[config.mk]
export PLATFORM = sky130hd
export DESIGN_NAME = serial_subtractor
export DESIGN_NICKNAME = d
export VERILOG_FILES = /design/src/rtl/serial_arith_pkg.sv /design/src/rtl/full_subtractor.sv /design/src/rtl/serial_subtractor.sv
export SDC_FILE = /design/constraint.sdc
export NUM_CORES = 1
export LEC_CHECK = 0
export CORE_AREA = 8 8 67 69
export DETAILED_ROUTE_END_ITERATION = 6
export DIE_AREA = 0 0 75 77
export PLACE_DENSITY = 0.84
export RECOVER_POWER = 100
export SYNTH_ARGS = -nofsm -noshare
export SYNTH_HDL_FRONTEND = slang
export SYNTH_SLANG_ARGS = --single-unit
[constraint.sdc]
create_clock -name clk -period 2.8 [get_ports clk]
set_clock_uncertainty 0.05 [all_clocks]
set_input_delay 0.84 -clock clk [delete_from_list [all_inputs] [get_ports clk]]
set_output_delay 0.84 -clock clk [all_outputs]
set_load 0.02 [all_outputs]
[src/rtl/serial_arith_pkg.sv]
// Shared definitions for the bit-serial arithmetic units: FSM encodings,
// default operand width and the signed-overflow rule.
package serial_arith_pkg;

    localparam int SERIAL_WIDTH_DEFAULT = 8;

    typedef enum logic [1:0] {
        ST_IDLE  = 2'd0,
        ST_SHIFT = 2'd1,
        ST_DONE  = 2'd2
    } state_e;

    // Overflow when operand signs differ and the result sign departs from the minuend.
    function automatic logic signed_ovf(input logic a_msb, input logic b_msb, input logic d_msb);
        return (a_msb ^ b_msb) & (d_msb ^ a_msb);
    endfunction

endpackage

[src/rtl/full_subtractor.sv]
// One-bit full subtractor: diff = a - b - bin, borrow-out when a < b + bin.
module full_subtractor (
    output logic diff,
    output logic bout,
    input  logic a,
    input  logic b,
    input  logic bin
);

    assign diff = a ^ b ^ bin;
    assign bout = (~a & b) | (~a & bin) | (b & bin);

endmodule

[src/rtl/serial_subtractor.sv]
// Bit-serial two's-complement subtractor: a - b - bin over WIDTH clocks, LSB first,
// behind a start/busy/done handshake with registered results.
module serial_subtractor
    import serial_arith_pkg::*;
#(
    parameter int WIDTH = SERIAL_WIDTH_DEFAULT
) (
    input  logic             clk,
    input  logic             rst,
    input  logic             start,
    input  logic [WIDTH-1:0] a,
    input  logic [WIDTH-1:0] b,
    input  logic             bin,
    output logic             busy,
    output logic             done,
    output logic [WIDTH-1:0] diff,
    output logic             bout,
    output logic             ovf
);

    localparam int              CW       = $clog2(WIDTH);
    localparam logic [CW-1:0]   LAST_BIT = CW'(WIDTH - 1);

    state_e             state_q;
    logic [WIDTH-1:0]   sa_q;
    logic [WIDTH-1:0]   sb_q;
    logic [WIDTH-2:0]   res_q;
    logic               br_q;
    logic [CW-1:0]      cnt_q;
    logic               amsb_q;
    logic               bmsb_q;
    logic               busy_q;
    logic               done_q;
    logic [WIDTH-1:0]   diff_q;
    logic               bout_q;
    logic               ovf_q;

    logic               d_bit_s;
    logic               b_bit_s;
    logic [WIDTH-1:0]   res_d;

    full_subtractor u_fs (
        .diff (d_bit_s),
        .bout (b_bit_s),
        .a    (sa_q[0]),
        .b    (sb_q[0]),
        .bin  (br_q)
    );

    // The result register keeps only WIDTH-1 bits; the newest bit completes it.
    always_comb begin
        res_d = {d_bit_s, res_q};
    end

    // FSM with datapath registers and registered outputs.
    always_ff @(posedge clk or posedge rst) begin
        if (rst) begin
            state_q <= ST_IDLE;
            sa_q    <= '0;
            sb_q    <= '0;
            res_q   <= '0;
            br_q    <= 1'b0;
            cnt_q   <= '0;
            amsb_q  <= 1'b0;
            bmsb_q  <= 1'b0;
            busy_q  <= 1'b0;
            done_q  <= 1'b0;
            diff_q  <= '0;
            bout_q  <= 1'b0;
            ovf_q   <= 1'b0;
        end else begin
            case (state_q)
                ST_IDLE, ST_DONE: begin
                    done_q <= 1'b0;
                    if (start) begin
                        sa_q    <= a;
                        sb_q    <= b;
                        br_q    <= bin;
                        cnt_q   <= '0;
                        amsb_q  <= a[WIDTH-1];
                        bmsb_q  <= b[WIDTH-1];
                        busy_q  <= 1'b1;
                        state_q <= ST_SHIFT;
                    end else begin
                        busy_q  <= 1'b0;
                        state_q <= ST_IDLE;
                    end
                end
                ST_SHIFT: begin
                    sa_q  <= sa_q >> 1;
                    sb_q  <= sb_q >> 1;
                    res_q <= res_d[WIDTH-1:1];
                    br_q  <= b_bit_s;
                    if (cnt_q == LAST_BIT) begin
                        cnt_q   <= '0;
                        diff_q  <= res_d;
                        bout_q  <= b_bit_s;
                        ovf_q   <= signed_ovf(amsb_q, bmsb_q, d_bit_s);
                        busy_q  <= 1'b0;
                        done_q  <= 1'b1;
                        state_q <= ST_DONE;
                    end else begin
                        cnt_q   <= cnt_q + 1'b1;
                    end
                end
                default: begin
                    busy_q  <= 1'b0;
                    done_q  <= 1'b0;
                    cnt_q   <= '0;
                    state_q <= ST_IDLE;
                end
            endcase
        end
    end

    assign busy = busy_q;
    assign done = done_q;
    assign diff = diff_q;
    assign bout = bout_q;
    assign ovf  = ovf_q;

endmodule
Yosys cells after proc, flatten, opt, wreduce, memory -nomap -nowiden
Cells that the tools add are included.
{ "totals": {"regBits": 43, "output_inout_bits": 12, "wordCells": 53} }
{ "op_classes": {"add_sub_neg": 1, "n_eq_ne": 5, "n_mux": 17, "n_bitwise": 11, "reduce_logical": 6} }
{ "ops": {"columns": ["operator", "count"], "rows": [
  ["$pmux W8 S2", 2],
  ["$mux W8", 2],
  ["$mux W1", 6],
  ["$mux W3", 2],
  ["$pmux W3 S2", 1],
  ["$reduce_and A2 Y1", 3],
  ["$and A1 B1 Y1", 4],
  ["$ne A2 B2 Y1 const B", 2],
  ["$pmux W1 S2", 2],
  ["$pmux W2 S2", 1],
  ["$xor A1 B1 Y1", 4],
  ["$add A3 B1 Y3 const B", 1],
  ["$eq A3 B3 Y1 const B", 1],
  ["$eq A2 B1 Y1 const B", 1],
  ["$eq A2 B2 Y1 const B", 1],
  ["$logic_not A2 Y1", 1],
  ["$mux W2", 1],
  ["$or A1 B1 Y1", 2],
  ["$reduce_bool A2 Y1", 1],
  ["$reduce_or A2 Y1", 1],
  ["$not A1 Y1", 1]
]} }

Logic depth before layout (Yosys ltp)
Gate-level depths: netlist of the first run.
{ "logic_depth": {"ltp_word": 5, "ltp_mapped": 6} }

By module
Synthesis of the first run repeated with hierarchy kept, for this count alone.
{ "hier_totals": {"hier_cells": 151, "hier_area_um2": 1810.5} }
{ "modules_own_cells": {"columns": ["module", "n_inst", "cells_per_inst", "area_each_um2", "seq_area_each_um2"], "rows": [
  ["serial_subtractor", 1, 148, 1783.0, 1051.0],
  ["full_subtractor", 1, 3, 27.5, 0.0]
]} }

Worst setup path after synthesis of the first run
No wires, ideal clock.
{ "synth_timing": {"kind": "input -> register", "start": "input start", "end": "register sa_q[5]", "setup_ns": 0.119, "t_arrival_ns": 1.455, "path_slack_ns": 1.176, "cell_stages": 5, "cell_sequence": "nor2b_4 > buf_6 > buf_12 > mux2i_1 > o21ai_2"} }
{ "synth_via": {"elab_chain_len": 2} }
{ "synth_lines": {"columns": ["element", "line_no", "source"], "rows": [
  ["from (decl)", "serial_subtractor.sv:10", "input logic start,"],
  ["$ne A2 B2 Y1 (no source line)", null, null],
  ["$reduce_and A2 Y1 (no source line)", null, null],
  ["to (signal assigned)", "serial_subtractor.sv:90", "sa_q <= sa_q >> 1;"],
  ["to (decl)", "serial_subtractor.sv:25", "logic [WIDTH-1:0] sa_q;"]
]} }
No other way between the ends.
A chain may end at the register's enable or synchronous reset.

Worst setup path in the final report of the first run
{ "layout_timing": {"start": "register done_q (netlist: done)", "end": "output done"} }
{ "layout_rtl": {"columns": ["element", "line_no", "source"], "rows": [
  ["from (decl)", "serial_subtractor.sv:33", "logic done_q;"],
  ["from (signal assigned)", "serial_subtractor.sv:67", "done_q <= 1'b0;"],
  ["from (signal assigned)", "serial_subtractor.sv:74", "done_q <= 1'b0;"],
  ["from (signal assigned)", "serial_subtractor.sv:100", "done_q <= 1'b1;"],
  ["to (decl)", "serial_subtractor.sv:15", "output logic done,"]
]} }
No word-level cell between the ends.

==> results.md, run 1 <==
STA:
- Adding up every negative setup slack in the final design gives 0 ns.
- The maximum frequency from static timing analysis is 425 MHz.
- The slew at the pin with the worst max-slew slack is 0.995 ns.
- The number of hold violations in the final report is 0.
- The worst pin sits at a relative slew slack of 33.7%.
- The portion of the clock cycle consumed by the worst path in the final layout is 83.9%.
- For the finished layout, the period the worst path requires is 2.35 ns.
- The number of max-slew violations in the final report came to 0.
- Setup repair after global routing left no endpoint under its margin.
- Setup violations remaining at the end of the flow were counted as 0.

Clock network:
- The clock-pin transition on the worst setup and hold timing paths is 0.11 ns.
- In this run the clock root is driven by a sky130_fd_sc_hd__clkbuf_4.
- The total clock buffers created by CTS is 5.
- The post-CTS setup buffer count is 0.
- The number of hold buffers added after CTS is 0.
- The post-CTS resize count is 0.
- The clock drives 42 sinks.
- The CTS tree is yes.
- In this run the deepest clock path goes through 2 buffers.
- The clock latency on the worst-skew pair is 0.35 ns.
- The number of H-tree branching levels is 2.

Drt:
- In the routed layout, each cell is associated on average with a via count of 5.14.
- The starting DRC count in detailed routing is 64.
- The routed layout has 1233 vias.
- The detailed-route DRC error count is 0.
- The detail route stage leaves a number of antenna-violating nets equal to 0.
- The length of the first detailed-routing pass in iterations is 4.
- The routed wire length is 3300 um.
- The average wire length per cell after detail routing is 13.8 um.

Placement:
- The half-perimeter wire length after placement is 2500 um.
- The count of buffers inserted at the top-level ports is 31.
- The cell total after placement is 232.
- The final weighted congestion of routability-driven global placement is 0.733.

GRT:
- The largest net degree at the start of global routing is 43.
- Global routing used 14.9% of the available met1 tracks.
- The number of antenna violations at the first check in global routing is 0.
- Across every metal layer, demand over resource in global routing totals 13.0%.
- The global routing usage on met2 is 20.8%.
- The via count of the first global-routing pass came to 1315.
- The sum of overflow across all layers after global routing is 0.
- The global routing stage identified its most utilized layer as met2.
- The global-route wire length before repair is 5910 um.
- For this run, global-route usage on met3 was measured as 3.90%.

Power and ir drop:
- The worst-case IR drop observed on VDD is 0.000489 V.
- For this design the static power due to leakage is 1.03 nW.
- Power spread over the standard cell area amounts to 979 nW/um^2.

Critical path:
- The required arrival time at the worst endpoint is 1.91 ns.
- The worst register-to-register path ends at diff[6].
- The startpoint of the worst register-to-register path is cnt_q[0].
- The standard cell with the maximum stage delay on the critical path is sky130_fd_sc_hd__dlygate4sd3_1.
- The worst setup path is captured at an output port.
- In this design, the stage delay of the slowest critical-path cell is 0.70 ns.
- By startpoint and endpoint, the worst setup path is classified as flop to output port.
- Walking the worst path, the cells encountered are dlygate4sd3_1.
- Of all nets on the critical path, the largest fanout is 5.
- The count of cells along the worst register-to-register path is 4.
- The reg2reg setup slack is 0.97 ns.
- Data on the critical path arrives at its endpoint at 1.46 ns.
- STA classifies the critical path startpoint as a flop.
- Together, buffers and inverters on the worst path number 1.
- Broken down by cell family, the worst path's largest delay share belongs to buffers and inverters.

Hold path:
- The path class of the lowest-slack min-delay path is flop to flop.
- In this run the most critical hold path is launched from busy.
- The worst hold path terminates at busy.
- The hold-critical path depth is 1.

Floorplan:
- The floorplan row count is 22.
- The starting utilization of the core area is 53.9%.
- The top-level port count is 32.
- The horizontal die dimension is 75 um.
- The die covers 5780 sq um.
- The die is 77 um tall.
- The floorplan step defined a core boundary enclosing 3500 sq um.

Logic synthesis:
- Counting flops and latches in the post-synthesis netlist gives 42.
- Yosys mapped the design onto 29 distinct sky130hd cell types.
- After technology mapping, the gate count stands at 159.
- After synthesis, the most frequently instantiated cells are 42 x sky130_fd_sc_hd__dfrtp_1, 37 x sky130_fd_sc_hd__nand2_1, 15 x sky130_fd_sc_hd__mux2i_1, 14 x sky130_fd_sc_hd__o21ai_1.
- The number of synthesized flops with an enable pin is 0.
- For this run, asynchronously set or reset flops after synthesis account for 100%.
- Summed over its instances, the top area cell type makes up 55.8% of the synthesized netlist area.
- The share of the Yosys chip area taken by registers is 55.8%.
- During synthesis, Yosys emitted a total of 0 warnings.
- The largest total area in the synthesized netlist belongs to sky130_fd_sc_hd__dfrtp_1.
- After synthesis the cells add up to 1880 sq um.
- By area the synthesized netlist is led by sky130_fd_sc_hd__dfrtp_1 56%, sky130_fd_sc_hd__mux2i_1 8.0%, sky130_fd_sc_hd__nand2_1 7.4%, sky130_fd_sc_hd__mux2_4 4.0%, sky130_fd_sc_hd__o21ai_1 3.7%.
- The mean instance size in the synthesized netlist is 11.8 sq um.
- The net count of the mapped netlist is 182.
- The most used flip-flop cell after synthesis is sky130_fd_sc_hd__dfrtp_1.
- Among all cell types in the netlist, the one instantiated most often is sky130_fd_sc_hd__dfrtp_1.

Final layout:
- The final net count is 214.
- The area growth from synthesis to layout is 17.5%.
- The finished layout holds 240 standard cells, fillers aside.
- Cells with a size suffix above 1 make up 8.85% of the layout.
- The repair_antennas step left the layout with diodes totalling 0.

Run status:
- The run finished with clean final reports.

Flow run:
- The number of maximum-capacitance constraint violations is 0.
logic make-up (layout without fill, tap and decap cells):
group | Yosys count | in the layout | share of synthesized area (%)
and+or+nand+nor | 51 | 51 | 12.8
muxes | 25 | 25 | 14.9
DFF | 42 | 42 | 55.8
buffers and inverters | 13 | 46 | 6.38
adders and majority gates | 3 | 3 | 2.39
AOI/OAI and AO/OA | 25 | 25 | 7.64
metrics by stage:
step | hold WS [ns] | utilization [%] | area, sq um | setup slack [ns] | power, W
finish | 0.438 | 63.3 | 2210 | 0.450 | 0.00217
global route | 0.464 | 63.3 | 2210 | 0.276 | 0.00234
CTS | 0.451 | 64.5 | 2250 | 0.478 | 0.00229
detailed placement | 0.424 | 62.2 | 2170 | 0.343 | 0.00193
global placement | 0.418 | 62.2 | 2170 | 0.393 | 0.00186
floorplan | 0.396 | - | 1880 | 0.936 | 0.00168
where the power goes:
group	switching [W]	internal (W)
Sequential	0.000152	0.000841
Clock	0.000184	0.000172
Combinational	0.000446	0.000372
Total	0.000782	0.00138
state kept, by name (all words and copies together) (netlist names):
name / flops
amsb_q: 1
res_q: 7
cnt_q: 3
ovf: 1
sa_q: 8
bout: 1
br_q: 1
busy: 1
done: 1
sb_q: 8
state_q: 1
bmsb_q: 1
diff: 8
routing by layer:
layer	vias to the layer above	share of wire, %	routed length [um]
met5	-	0	0
li1	596	-	-
met2	34	49	1620
met4	0	1.9	64
met3	9	6.4	211
met1	594	42	1400
layout by cell type (no fill, tap or decap):
master and instances:
sky130_fd_sc_hd__nand2b_1 3, sky130_fd_sc_hd__buf_4 1, sky130_fd_sc_hd__nor2_1 4, sky130_fd_sc_hd__dfrtp_1 42
sky130_fd_sc_hd__a21oi_1 1, sky130_fd_sc_hd__a32o_1 1, sky130_fd_sc_hd__nand2_1 37, sky130_fd_sc_hd__o21ai_1 2
sky130_fd_sc_hd__nor3b_1 1, sky130_fd_sc_hd__or2_1 1, sky130_fd_sc_hd__o21ai_0 17, sky130_fd_sc_hd__dlygate4sd3_1 14
sky130_fd_sc_hd__clkbuf_2 1, sky130_fd_sc_hd__clkdlybuf4s50_1 17, sky130_fd_sc_hd__nor2b_4 1, sky130_fd_sc_hd__mux2_2 5
sky130_fd_sc_hd__o21ai_2 1, sky130_fd_sc_hd__mux2i_1 15, sky130_fd_sc_hd__nand3b_1 2, sky130_fd_sc_hd__nor2b_1 1
sky130_fd_sc_hd__clkbuf_8 3, sky130_fd_sc_hd__mux2_1 5, sky130_fd_sc_hd__fa_1 1, sky130_fd_sc_hd__ha_1 2
sky130_fd_sc_hd__a21o_1 1, sky130_fd_sc_hd__and2b_1 1, sky130_fd_sc_hd__clkbuf_1 2, sky130_fd_sc_hd__clkbuf_4 5
sky130_fd_sc_hd__inv_1 3, sky130_fd_sc_hd__a22o_1 2
how the worst max path moves through the flow:
stage,depth (start not counted),slack [ns],endpoint,start
after detailed placement,5,0.34,sa_q[2],start
after floorplan,1,0.94,amsb_q,rst
after CTS,1,0.48,done,done
after global placement,5,0.39,sa_q[3],start
final,1,0.45,done,done
after global routing,5,0.28,sa_q[2],start
layout make-up:
type                       instances  area, sq um
clock buffer                       8         78.8
fill                             292         1280
inverter                           3         11.3
multi-input combinational        104          681
sequential                        42         1050
tap                               48         60.1
timing repair buffer              35          330
Note: power is estimated with default switching activity, not from simulation.
==> inputs of run 2 (changes only) <==
Settings changed: CORE_AREA 8 8 67 69 to 8 8 70 72, DIE_AREA 0 0 75 77 to 0 0 78 80, PLACE_DENSITY 0.84 to 0.78.
Clock period 2.8 ns to 2.4 ns, I/O delays scaled along.
==> results.md, run 2 (same netlist as run 1, synthesis figures left out) <==
Placement:
- The placement-stage cell area is 2190 sq um (was 2170 sq um).
- The half-perimeter wire length after placement came to 2500 um (about the same).
- The final weighted congestion of routability-driven global placement was 0.768 (was 0.733).
- The count of buffers inserted at the top-level ports is 31 (unchanged).

Floorplan:
- The floorplan row count is 23 (was 22).
- The top-level port count is 32 (unchanged).
- The placeable core region is 3860 sq um (was 3500 sq um).
- The vertical die dimension is 80 um (was 77 um).
- The horizontal die dimension came to 78 um (was 75 um).
- The die area is 6240 sq um (was 5780 sq um).
- The starting utilization of the core area is 48.8% (was 53.9%).

Final layout:
- The commonest non-fill, non-tap cell in the layout is sky130_fd_sc_hd__dfrtp_1 (unchanged).
- The post-route standard cell area excluding fillers is 2240 sq um (was 2210 sq um).
- The fill cell total of the finished layout is 345 (was 292).
- The area added between synthesis and finish is 19.2% (was 17.5%).
- The antenna diode count came to 0 (unchanged).
- The fraction of layout cells with a size suffix above 1 is 8.38% (was 8.85%).
- Commonest non-fill, non-tap cells in the layout: 42 x sky130_fd_sc_hd__dfrtp_1, 37 x sky130_fd_sc_hd__nand2_1, 19 x sky130_fd_sc_hd__o21ai_0 (was 42 x sky130_fd_sc_hd__dfrtp_1, 37 x sky130_fd_sc_hd__nand2_1, 17 x sky130_fd_sc_hd__o21ai_0, 17 x sky130_fd_sc_hd__clkdlybuf4s50_1, 15 x sky130_fd_sc_hd__mux2i_1).
- The final net count is 213 (was 214).
- The share of the core filled with cells came to 58.2% (was 63.3%).

Drt:
- The starting DRC count in detailed routing is 102 (was 64).
- The average via count per standard cell is 5.04 (was 5.14).
- The number of antenna-violating nets in the routed design is 0 (unchanged).
- The routed wire length is 3430 um (was 3300 um).
- The length of the first detailed-routing pass in iterations is 4 (unchanged).
- The detailed-route DRC error count was 0 (unchanged).
- The average wire length per cell after detail routing came to 14.2 um (was 13.8 um).
- The overall via count from detail_route is 1214 (was 1233).

STA:
- The number of hold violations in the final report is 0 (unchanged).
- Setup repair after global routing missed its margin: no (unchanged).
- The number of max-slew violations in the final report is 0 (unchanged).
- The headroom to the max-slew limit is 32.2% (was 33.7%).
- The portion of the clock cycle consumed by the worst path in the final layout is 89.8%.
- The maximum frequency from static timing analysis is 464 MHz.
- The number of setup violations in the final report came to 0 (unchanged).
- The routed design could run at a clock period as short as 2.16 ns.
- The slew at the pin with the worst max-slew slack was 1.02 ns (was 0.995 ns).
- The setup TNS came to 0 ns (unchanged).

Run status:
- Status: completed (unchanged).

Clock network:
- The total clock buffers created by CTS is 5 (unchanged).
- The clock net sink count came to 42 (unchanged).
- The number of H-tree branching levels is 2 (unchanged).
- The post-CTS setup buffer count is 0 (unchanged).
- The clock latency on the worst-skew pair is 0.30 ns (was 0.35 ns).
- The CTS tree is yes (unchanged).
- The buffer type at the clock tree root was sky130_fd_sc_hd__clkbuf_8 (was sky130_fd_sc_hd__clkbuf_4).
- The clock-pin transition on the worst setup and hold timing paths is 0.07 ns (was 0.11 ns).
- The number of hold buffers added after CTS is 0 (unchanged).
- The buffer depth of the longest clock path came to 2 (unchanged).
- The post-CTS resize count came to 0 (unchanged).

Critical path:
- The delay of the slowest cell on the worst path is 0.69 ns (was 0.70 ns).
- The startpoint of the worst register-to-register path is cnt_q[0] (unchanged).
- The required arrival time at the worst endpoint is 1.63 ns (was 1.91 ns).
- The data arrival time of the worst path is 1.39 ns (was 1.46 ns).
- The endpoint of the worst-slack reg-to-reg timing path is diff[6] (unchanged).
- The largest delay contributor family on the critical path is buffers and inverters (unchanged).
- The count of cells along the worst register-to-register path is 4 (unchanged).
- The reg2reg setup slack came to 0.54 ns (was 0.97 ns).
- Worst-path cell chain: dlygate4sd3_1 (unchanged).
- The count of buffer and inverter cells on the critical path is 1 (unchanged).
- The largest driver fanout on the critical path is 5 (unchanged).
- The standard cell with the maximum stage delay on the critical path is sky130_fd_sc_hd__dlygate4sd3_1 (unchanged).
- The endpoint kind of the worst setup timing path is an output port (unchanged).
- The critical path class is flop to output port (unchanged).
- The element type at the critical path start is a flop (unchanged).

Power and ir drop:
- The total power is 0.00261 W (was 0.00217 W).
- The static power due to leakage is 1.04 nW (was 1.03 nW).
- The cell area power density is 1160 nW/um^2 (was 979 nW/um^2).
- The maximum resistive drop on vdd is 0.000473 V (was 0.000489 V).

Hold path:
- The path class of the lowest-slack min-delay path is flop to flop (unchanged).
- The hold-critical path depth was 1 (unchanged).
- The start point of the worst hold path is busy (unchanged).
- The destination of the worst hold path is busy (unchanged).

Flow run:
- The number of maximum-capacitance constraint violations was 0 (unchanged).

GRT:
- The overall routing resource usage is 11.9% (was 13.0%).
- The via count of the first global-routing pass is 1322 (was 1315).
- The largest net degree at the start of global routing is 43 (unchanged).
- The sum of overflow across all layers after global routing is 0 (unchanged).
- The global-route wire length before repair is 5910 um (about the same).
- The number of antenna violations at the first check in global routing is 0 (unchanged).
run 2: cell count changes in the layout (fill, tap and decap cells not counted), sizes merged:
| cell | change |
|---|---|
| clkbuf | -3 |
| buf | +1 |
| clkinv | +1 |
run 2: worst max path at each step:
stage,startpoint,to,slack (ns),depth (start not counted)
global placement,start,bmsb_q,0.29,4
CTS,done,done,0.28,1
finish,done,done,0.24,1
floorplan,rst,amsb_q,0.66,1
detailed placement,start,amsb_q,0.28,4
global route,done,done,0.19,1
run 2: metrics by stage:
| stage | hold WS (ns) | setup slack, ns | instances |
|---|---|---|---|
| finish | 0.433 | 0.244 | 241 |
| CTS | 0.444 | 0.279 | 241 |
| global route | 0.460 | 0.194 | 241 |
| global placement | 0.417 | 0.294 | 233 |
| detailed placement | 0.425 | 0.275 | 233 |
| floorplan | 0.396 | 0.656 | 159 |
run 2: where the power goes:
| part | switching [W] | internal (W) |
|---|---|---|
| clock network | 0.000231 | 0.000232 |
| registers | 0.000173 | 0.000983 |
| logic | 0.000530 | 0.000462 |
| total | 0.000933 | 0.00168 |
run 2: per-layer routing:
layer	part of all wire (%)	wire length, um	up-vias	GRT usage, %
li1	-	-	589	-
met1	43	1460	582	13.2
met2	49	1690	34	19.7
met3	6.4	218	9	3.83
met4	1.9	64	0	6.67
met5	0	0	-	0
run 2: final cells by class:
cell class	count	area, sq um	area share (%)
Clock buffer	7	86.3	3.85
Inverter	3	11.3	0.502
Timing Repair Buffer	34	355	15.8
Clock inverter	1	5.00	0.223
Tap cell	50	62.6	2.79
Sequential cell	42	1050	46.8
Multi-Input combinational cell	104	673	30.0
